$ cat src/rtl/mioc_dram_pkg.sv
// Shared types and default timing for the MIOC DRAM arbiter.
package mioc_dram_pkg;

  typedef enum logic [2:0] {
    StIdle,
    StRow,
    StCol,
    StCas,
    StRrow,
    StPre
  } state_e;

  typedef enum logic [1:0] {
    GntNone = 2'b00,
    GntCpu  = 2'b01,
    GntDma  = 2'b10,
    GntRfsh = 2'b11
  } grant_e;

  localparam int unsigned RfshPeriodDef   = 56;
  localparam int unsigned RfshCntWDef     = 8;
  localparam int unsigned CasCyclesDef    = 2;
  localparam int unsigned PrechgCyclesDef = 1;
  localparam int unsigned RfshOwedMaxDef  = 3;
  // Wide enough for the longest phase: RROW lasts 2+CAS_CYCLES <= 5 cycles.
  localparam int unsigned PhaseW          = 3;

endpackage

$ cat src/rtl/mioc_rfsh_timer.sv
// Refresh period counter with a saturating count of owed refresh cycles.
module mioc_rfsh_timer #(
  parameter int unsigned RFSH_PERIOD   = 56,
  parameter int unsigned RFSH_CNT_W    = 8,
  parameter int unsigned RFSH_OWED_MAX = 3,
  parameter int unsigned OWED_W        = 2
) (
  input  logic              clk_i,
  input  logic              rst_i,
  input  logic              dec_i,
  output logic [OWED_W-1:0] owed_o
);

  logic [RFSH_CNT_W-1:0] cnt_q, cnt_d;
  logic [OWED_W-1:0]     owed_q, owed_d;
  logic                  tick;

  always_comb begin
    tick   = (cnt_q == RFSH_CNT_W'(RFSH_PERIOD - 1));
    cnt_d  = tick ? '0 : cnt_q + RFSH_CNT_W'(1);
    owed_d = owed_q;
    // A tick and a grant in the same cycle cancel out.
    if (tick && !dec_i) begin
      if (owed_q != OWED_W'(RFSH_OWED_MAX)) owed_d = owed_q + OWED_W'(1);
    end else if (!tick && dec_i && (owed_q != '0)) begin
      owed_d = owed_q - OWED_W'(1);
    end
  end

  always_ff @(posedge clk_i or posedge rst_i) begin
    if (rst_i) begin
      cnt_q  <= '0;
      owed_q <= '0;
    end else begin
      cnt_q  <= cnt_d;
      owed_q <= owed_d;
    end
  end

  assign owed_o = owed_q;

endmodule

$ cat src/rtl/mioc_dram_arbiter.sv
// DRAM strobe sequencer and CPU/DMA/refresh arbiter for the MIOC.
// Optional MIOC_DMA_FAIR_EN: CPU and DMA alternate on a tie instead of DMA always winning.
module mioc_dram_arbiter
  import mioc_dram_pkg::*;
#(
  parameter int unsigned RFSH_PERIOD   = RfshPeriodDef,
  parameter int unsigned RFSH_CNT_W    = RfshCntWDef,
  parameter int unsigned CAS_CYCLES    = CasCyclesDef,
  parameter int unsigned PRECHG_CYCLES = PrechgCyclesDef,
  parameter int unsigned RFSH_OWED_MAX = RfshOwedMaxDef
) (
  input  logic       B_PHI,
  input  logic       RST,
  input  logic       CPU_REQ,
  input  logic       CPU_BANK,
  input  logic       DMA_REQ,
  input  logic       DMA_BANK,
  output logic       CPU_ACK,
  output logic       DMA_ACK,
  output logic       WAIT_N,
  output logic [1:0] GRANT,
  output logic       RAS_N,
  output logic       MUX,
  output logic       CAS1_N,
  output logic       CAS2_N
);

  localparam int unsigned OwedW = $clog2(RFSH_OWED_MAX + 1);

  logic [OwedW-1:0]  owed;
  logic              rfsh_dec;
  state_e            state_q, state_d;
  grant_e            owner_q, owner_d;
  logic              bank_q, bank_d;
  logic [PhaseW-1:0] cnt_q, cnt_d;
  logic              pick_dma, cas_last;
  logic              ras_n_q, ras_n_d, mux_q, mux_d;
  logic              cas1_n_q, cas1_n_d, cas2_n_q, cas2_n_d;
  logic              cpu_ack_q, cpu_ack_d, dma_ack_q, dma_ack_d;
  logic              wait_n_q, wait_n_d;

  mioc_rfsh_timer #(
    .RFSH_PERIOD  (RFSH_PERIOD),
    .RFSH_CNT_W   (RFSH_CNT_W),
    .RFSH_OWED_MAX(RFSH_OWED_MAX),
    .OWED_W       (OwedW)
  ) u_rfsh_timer (
    .clk_i (B_PHI),
    .rst_i (RST),
    .dec_i (rfsh_dec),
    .owed_o(owed)
  );

`ifdef MIOC_DMA_FAIR_EN
  logic last_dma_q, last_dma_d;

  assign pick_dma = DMA_REQ && (!CPU_REQ || !last_dma_q);

  always_comb begin
    last_dma_d = last_dma_q;
    if (state_q == StIdle && owner_d == GntDma) last_dma_d = 1'b1;
    if (state_q == StIdle && owner_d == GntCpu) last_dma_d = 1'b0;
  end

  always_ff @(posedge B_PHI or posedge RST) begin
    if (RST) last_dma_q <= 1'b0;
    else     last_dma_q <= last_dma_d;
  end
`else
  assign pick_dma = DMA_REQ;
`endif

  always_comb begin
    state_d  = state_q;
    owner_d  = owner_q;
    bank_d   = bank_q;
    cnt_d    = cnt_q;
    rfsh_dec = 1'b0;
    unique case (state_q)
      StIdle: begin
        owner_d = GntNone;
        if (owed > OwedW'(1) || (!DMA_REQ && !CPU_REQ && owed != '0)) begin
          state_d  = StRrow;
          owner_d  = GntRfsh;
          cnt_d    = '0;
          rfsh_dec = 1'b1;
        end else if (pick_dma) begin
          state_d = StRow;
          owner_d = GntDma;
          bank_d  = DMA_BANK;
        end else if (CPU_REQ) begin
          state_d = StRow;
          owner_d = GntCpu;
          bank_d  = CPU_BANK;
        end
      end
      StRow: state_d = StCol;
      StCol: begin
        state_d = StCas;
        cnt_d   = '0;
      end
      StCas: begin
        if (cnt_q == PhaseW'(CAS_CYCLES - 1)) begin
          state_d = StPre;
          cnt_d   = '0;
        end else begin
          cnt_d = cnt_q + PhaseW'(1);
        end
      end
      StRrow: begin
        if (cnt_q == PhaseW'(CAS_CYCLES + 1)) begin
          state_d = StPre;
          cnt_d   = '0;
        end else begin
          cnt_d = cnt_q + PhaseW'(1);
        end
      end
      StPre: begin
        if (cnt_q == PhaseW'(PRECHG_CYCLES - 1)) begin
          state_d = StIdle;
          owner_d = GntNone;
          cnt_d   = '0;
        end else begin
          cnt_d = cnt_q + PhaseW'(1);
        end
      end
      default: begin
        state_d = StIdle;
        owner_d = GntNone;
      end
    endcase

    // Strobes are decoded from the next state so every output leaves a flop.
    ras_n_d   = !(state_d inside {StRow, StCol, StCas, StRrow});
    mux_d     = state_d inside {StCol, StCas};
    cas1_n_d  = !(state_d == StCas && !bank_d);
    cas2_n_d  = !(state_d == StCas && bank_d);
    cas_last  = (state_d == StCas) && (cnt_d == PhaseW'(CAS_CYCLES - 1));
    cpu_ack_d = cas_last && (owner_d == GntCpu);
    dma_ack_d = cas_last && (owner_d == GntDma);
    wait_n_d  = !(CPU_REQ && owner_d != GntCpu);
  end

  always_ff @(posedge B_PHI or posedge RST) begin
    if (RST) begin
      state_q   <= StIdle;
      owner_q   <= GntNone;
      bank_q    <= 1'b0;
      cnt_q     <= '0;
      ras_n_q   <= 1'b1;
      mux_q     <= 1'b0;
      cas1_n_q  <= 1'b1;
      cas2_n_q  <= 1'b1;
      cpu_ack_q <= 1'b0;
      dma_ack_q <= 1'b0;
      wait_n_q  <= 1'b1;
    end else begin
      state_q   <= state_d;
      owner_q   <= owner_d;
      bank_q    <= bank_d;
      cnt_q     <= cnt_d;
      ras_n_q   <= ras_n_d;
      mux_q     <= mux_d;
      cas1_n_q  <= cas1_n_d;
      cas2_n_q  <= cas2_n_d;
      cpu_ack_q <= cpu_ack_d;
      dma_ack_q <= dma_ack_d;
      wait_n_q  <= wait_n_d;
    end
  end

  assign GRANT   = owner_q;
  assign RAS_N   = ras_n_q;
  assign MUX     = mux_q;
  assign CAS1_N  = cas1_n_q;
  assign CAS2_N  = cas2_n_q;
  assign CPU_ACK = cpu_ack_q;
  assign DMA_ACK = dma_ack_q;
  assign WAIT_N  = wait_n_q;

endmodule

$ cat config.mk
export PLATFORM = sky130hd
export DESIGN_NAME = mioc_dram_arbiter
export DESIGN_NICKNAME = d
export VERILOG_FILES = /design/src/rtl/mioc_dram_pkg.sv /design/src/rtl/mioc_rfsh_timer.sv /design/src/rtl/mioc_dram_arbiter.sv
export SDC_FILE = /design/constraint.sdc
export NUM_CORES = 1
export LEC_CHECK = 0
export CORE_ASPECT_RATIO = 0.7
export CORE_MARGIN = 4
export CORE_UTILIZATION = 55
export DETAILED_ROUTE_END_ITERATION = 8
export GPL_TIMING_DRIVEN = 0
export PLACE_DENSITY = 0.78
export SETUP_SLACK_MARGIN = 0.5
export SYNTH_ARGS = -nofsm -noshare
export SYNTH_HDL_FRONTEND = slang
export SYNTH_SLANG_ARGS = --single-unit
$ cat constraint.sdc
create_clock -name B_PHI -period 2.5 [get_ports B_PHI]
set_input_delay 0.375 -clock B_PHI [delete_from_list [all_inputs] [get_ports B_PHI]]
set_output_delay 0.375 -clock B_PHI [all_outputs]
set_load 0.02 [all_outputs]
==> results.cfg <==
[critical_path]
reg2reg_to = u_rfsh_timer.owed_o[0]
startpoint_type = flop
r2r_slack_ns = 0.53
crit_chain = inv_2 -> ha_2 -> or3_4 -> and2_4 -> or4_1 -> o31a_2 -> xnor2_2
r2r_start = u_rfsh_timer.owed_o[0]
crit_fanout = 4
path_delay_family = simple AND/OR/NAND/NOR gates
cp_slowest_cell = or4_1
crit_arrival_ns = 2.14
path_buf_inv = 1
worstSetupPathType = flop to flop
required_ns = 2.66
slowest_delay_ns = 0.46
rr_worst_depth = 7
end_kind = flop

[floorplan]
initial_core_util_pct = 58.40
ios = 15
die_y_um = 51.07
dieArea_sq_mm = 0.003551
fp.dieW_um = 69.53
core.rowCount = 15
core_area_sq_mm = 0.002496

[timing]
hold_ws_ns = 0.4930
tns_ns = 0
setup_slack_ns = 0.5252
fmax_ghz = 0.5064
drv_slew = 0
fin_crit_sh_pct = 78.99
fin_crit_ns = 1.975
setup_viol = 0
rsz0062_at_grt = yes
worst_pin_slew_ns = 0.9514
relSlewSlack_pct = 36.50
finalHoldViolCount = 0
finClkSkew_ns = 0.005994

[drt]
routed_wl_um = 3169
drt_iter0_drc = 61
ant_nets = 0
wl_per_cell_um = 15.16
route.detailed.drc = 0
vias_per_cell = 5.780
num_vias = 1208
first_pass_iters = 4

[run]
max_cap_viol_count = 0

[pwr]
powerDensity_mw_per_mm2 = 1126
p_leak_nw = 0.7684
p_sw_share_pct = 39.49
p_sw_uw = 778.6
share_comb_of_total_power_pct = 53.8
peakVddDrop_uv = 778.0
clkPwrFrac_pct = 13.6
p_total_mw = 1.972
seq_power_share_pct = 32.7
p_int_mw = 1.193

[finish]
final_cells = 209
final_cell_area_sq_mm = 0.001752
area_growth_pct = 20.17
diodes = 0
layout-drive-gt1-share_pct = 16.00
fin_util_pct = 70.18
fin_nets = 191

[hold_path]
min_from = u_rfsh_timer.cnt_q[7]
min_to = u_rfsh_timer.cnt_q[7]
hold_depth = 1
hold_path_class = flop to flop

[logic_synthesis]
synthDistinctLibCells = 43
synthCells = 150
netlist_area_sq_mm = 0.001458
ys_top_cells_by_count = dfrtp_1, nor2_1, nand2_1
yosys-top-cells-area = dfrtp_1, ha_1, dfstp_2, nor2_1, nand3_1
ys.flop_type = dfrtp_1
ys_warn_count = 0
synth_async_sr_flop_share_pct = 100.0
syn-num-nets = 165
synth_top_area_share_pct = 37.77
synth.most_common_cell = dfrtp_1
yosys.area.top_type = dfrtp_1
ys_seq_area_share_pct = 44.98
synth_edf_count = 0
synth_area_per_cell_sq_um = 9.718
ys_ff_latch = 26

[placement]
gp_congestion = 0.8534
dpl_worst_slack_ns = 0.1307
dp_cells = 198
place_area_sq_mm = 0.001643
numPortBuffers = 14
hpwlAfterDp_um = 2281

[global_routing]
grt_overflow = 0
grt_pass1_vias = 1125
grt_pass1_wl_um = 5451
antenna_found_initial = 0
grt_max_degree = 27
track_usage_pct = 19.19

[clock_tree]
cts_root_buf = clkbuf_8
worst_setup_hold_path_clk_slew_ns = 0.09
clock_path_buffers = 2
cts_max_level = 1
tritoncts = yes
cts_hold_buf = 0
clk_latency_ns = 0.27
cts_sinks = 26
numCtsBuffers = 3

[outcome]
status = completed
power groups by stage:
stage	Sequential [mW]	Clock [mW]	Combinational, mW
2_1_floorplan	0.714	0	0.623
3_3_place_gp	0.643	0	0.941
3_5_place_dp	0.655	0	0.968
4_1_cts	0.644	0.271	1.02
5_1_grt	0.663	0.286	1.16
6_report	0.644	0.268	1.06
cells by family after synthesis:
| group | after synthesis | synth area share [%] |
|---|---|---|
| mux | 1 | 0.7725 |
| xor+xnor | 8 | 5.322 |
| flops | 26 | 44.98 |
| buf+inv | 13 | 3.519 |
| fa+ha+maj | 9 | 7.725 |
| compound gates | 28 | 13.65 |
| simple gates | 65 | 24.04 |
registers in the layout, summed over array words and instances, names as in the netlist, 2 cells and up:
name / flops
GRANT: 2
u_rfsh_timer.owed_o: 2
cnt_q: 3
u_rfsh_timer.cnt_q: 8
state_q: 3
cells in the final DEF, fill, tap and decap left out, drive strengths merged, types with 5 or more instances in the layout:
cell,Yosys,layout
nor2,16,16
o21ai,6,6
clkdlybuf4s50,0,12
nand2,12,12
dfrtp,22,22
ha,9,9
buf,2,9
nand2b,6,6
nor2b,5,5
clkbuf,2,6
xor2,5,5
inv,9,9
nand3,9,9
final cells by class:
class	instances	area (sq um)
plain buffers	4	17.52
clock buffers	4	55.05
fillers	187	744.5
inverters	9	33.78
multi-input cells	111	757.0
flip-flops and latches	26	655.6
well taps	34	42.54
repair buffers	21	190.2
repair_timing:
| item | in CTS | in global routing |
|---|---|---|
| pin swaps | 0 | 0 |
| buffers inserted | 4 | 3 |
| setup endpoints to repair | 1 | 2 |
| resized for setup | 3 | 2 |
worst max-delay path by stage:
stage / startpoint / endpoint / slack, ns / depth (start not counted)
final: u_rfsh_timer.owed_o[0] / u_rfsh_timer.owed_o[0] / 0.53 / 7
after global routing: u_rfsh_timer.owed_o[0] / u_rfsh_timer.owed_o[0] / 0.44 / 7
after CTS: u_rfsh_timer.owed_o[0] / u_rfsh_timer.owed_o[0] / 0.50 / 7
after detailed placement: DMA_REQ / u_rfsh_timer.owed_o[0] / 0.13 / 6
after global placement: DMA_REQ / u_rfsh_timer.owed_o[0] / 0.13 / 6
after floorplan: u_rfsh_timer.owed_o[0] / u_rfsh_timer.owed_o[0] / 0.52 / 7
layer usage:
| layer | global-route usage (%) | routed length (um) | share of wire, % | vias to the layer above |
|---|---|---|---|---|
| met3 | 4.519 | 246 | 7.8 | 4 |
| met1 | 28.77 | 1500 | 47 | 570 |
| met5 | 0 | 0 | 0 | - |
| li1 | - | - | - | 576 |
| met2 | 29.11 | 1403 | 44 | 58 |
| met4 | 2.273 | 19 | 0.60 | 0 |
(Power assumes the default switching activity.)
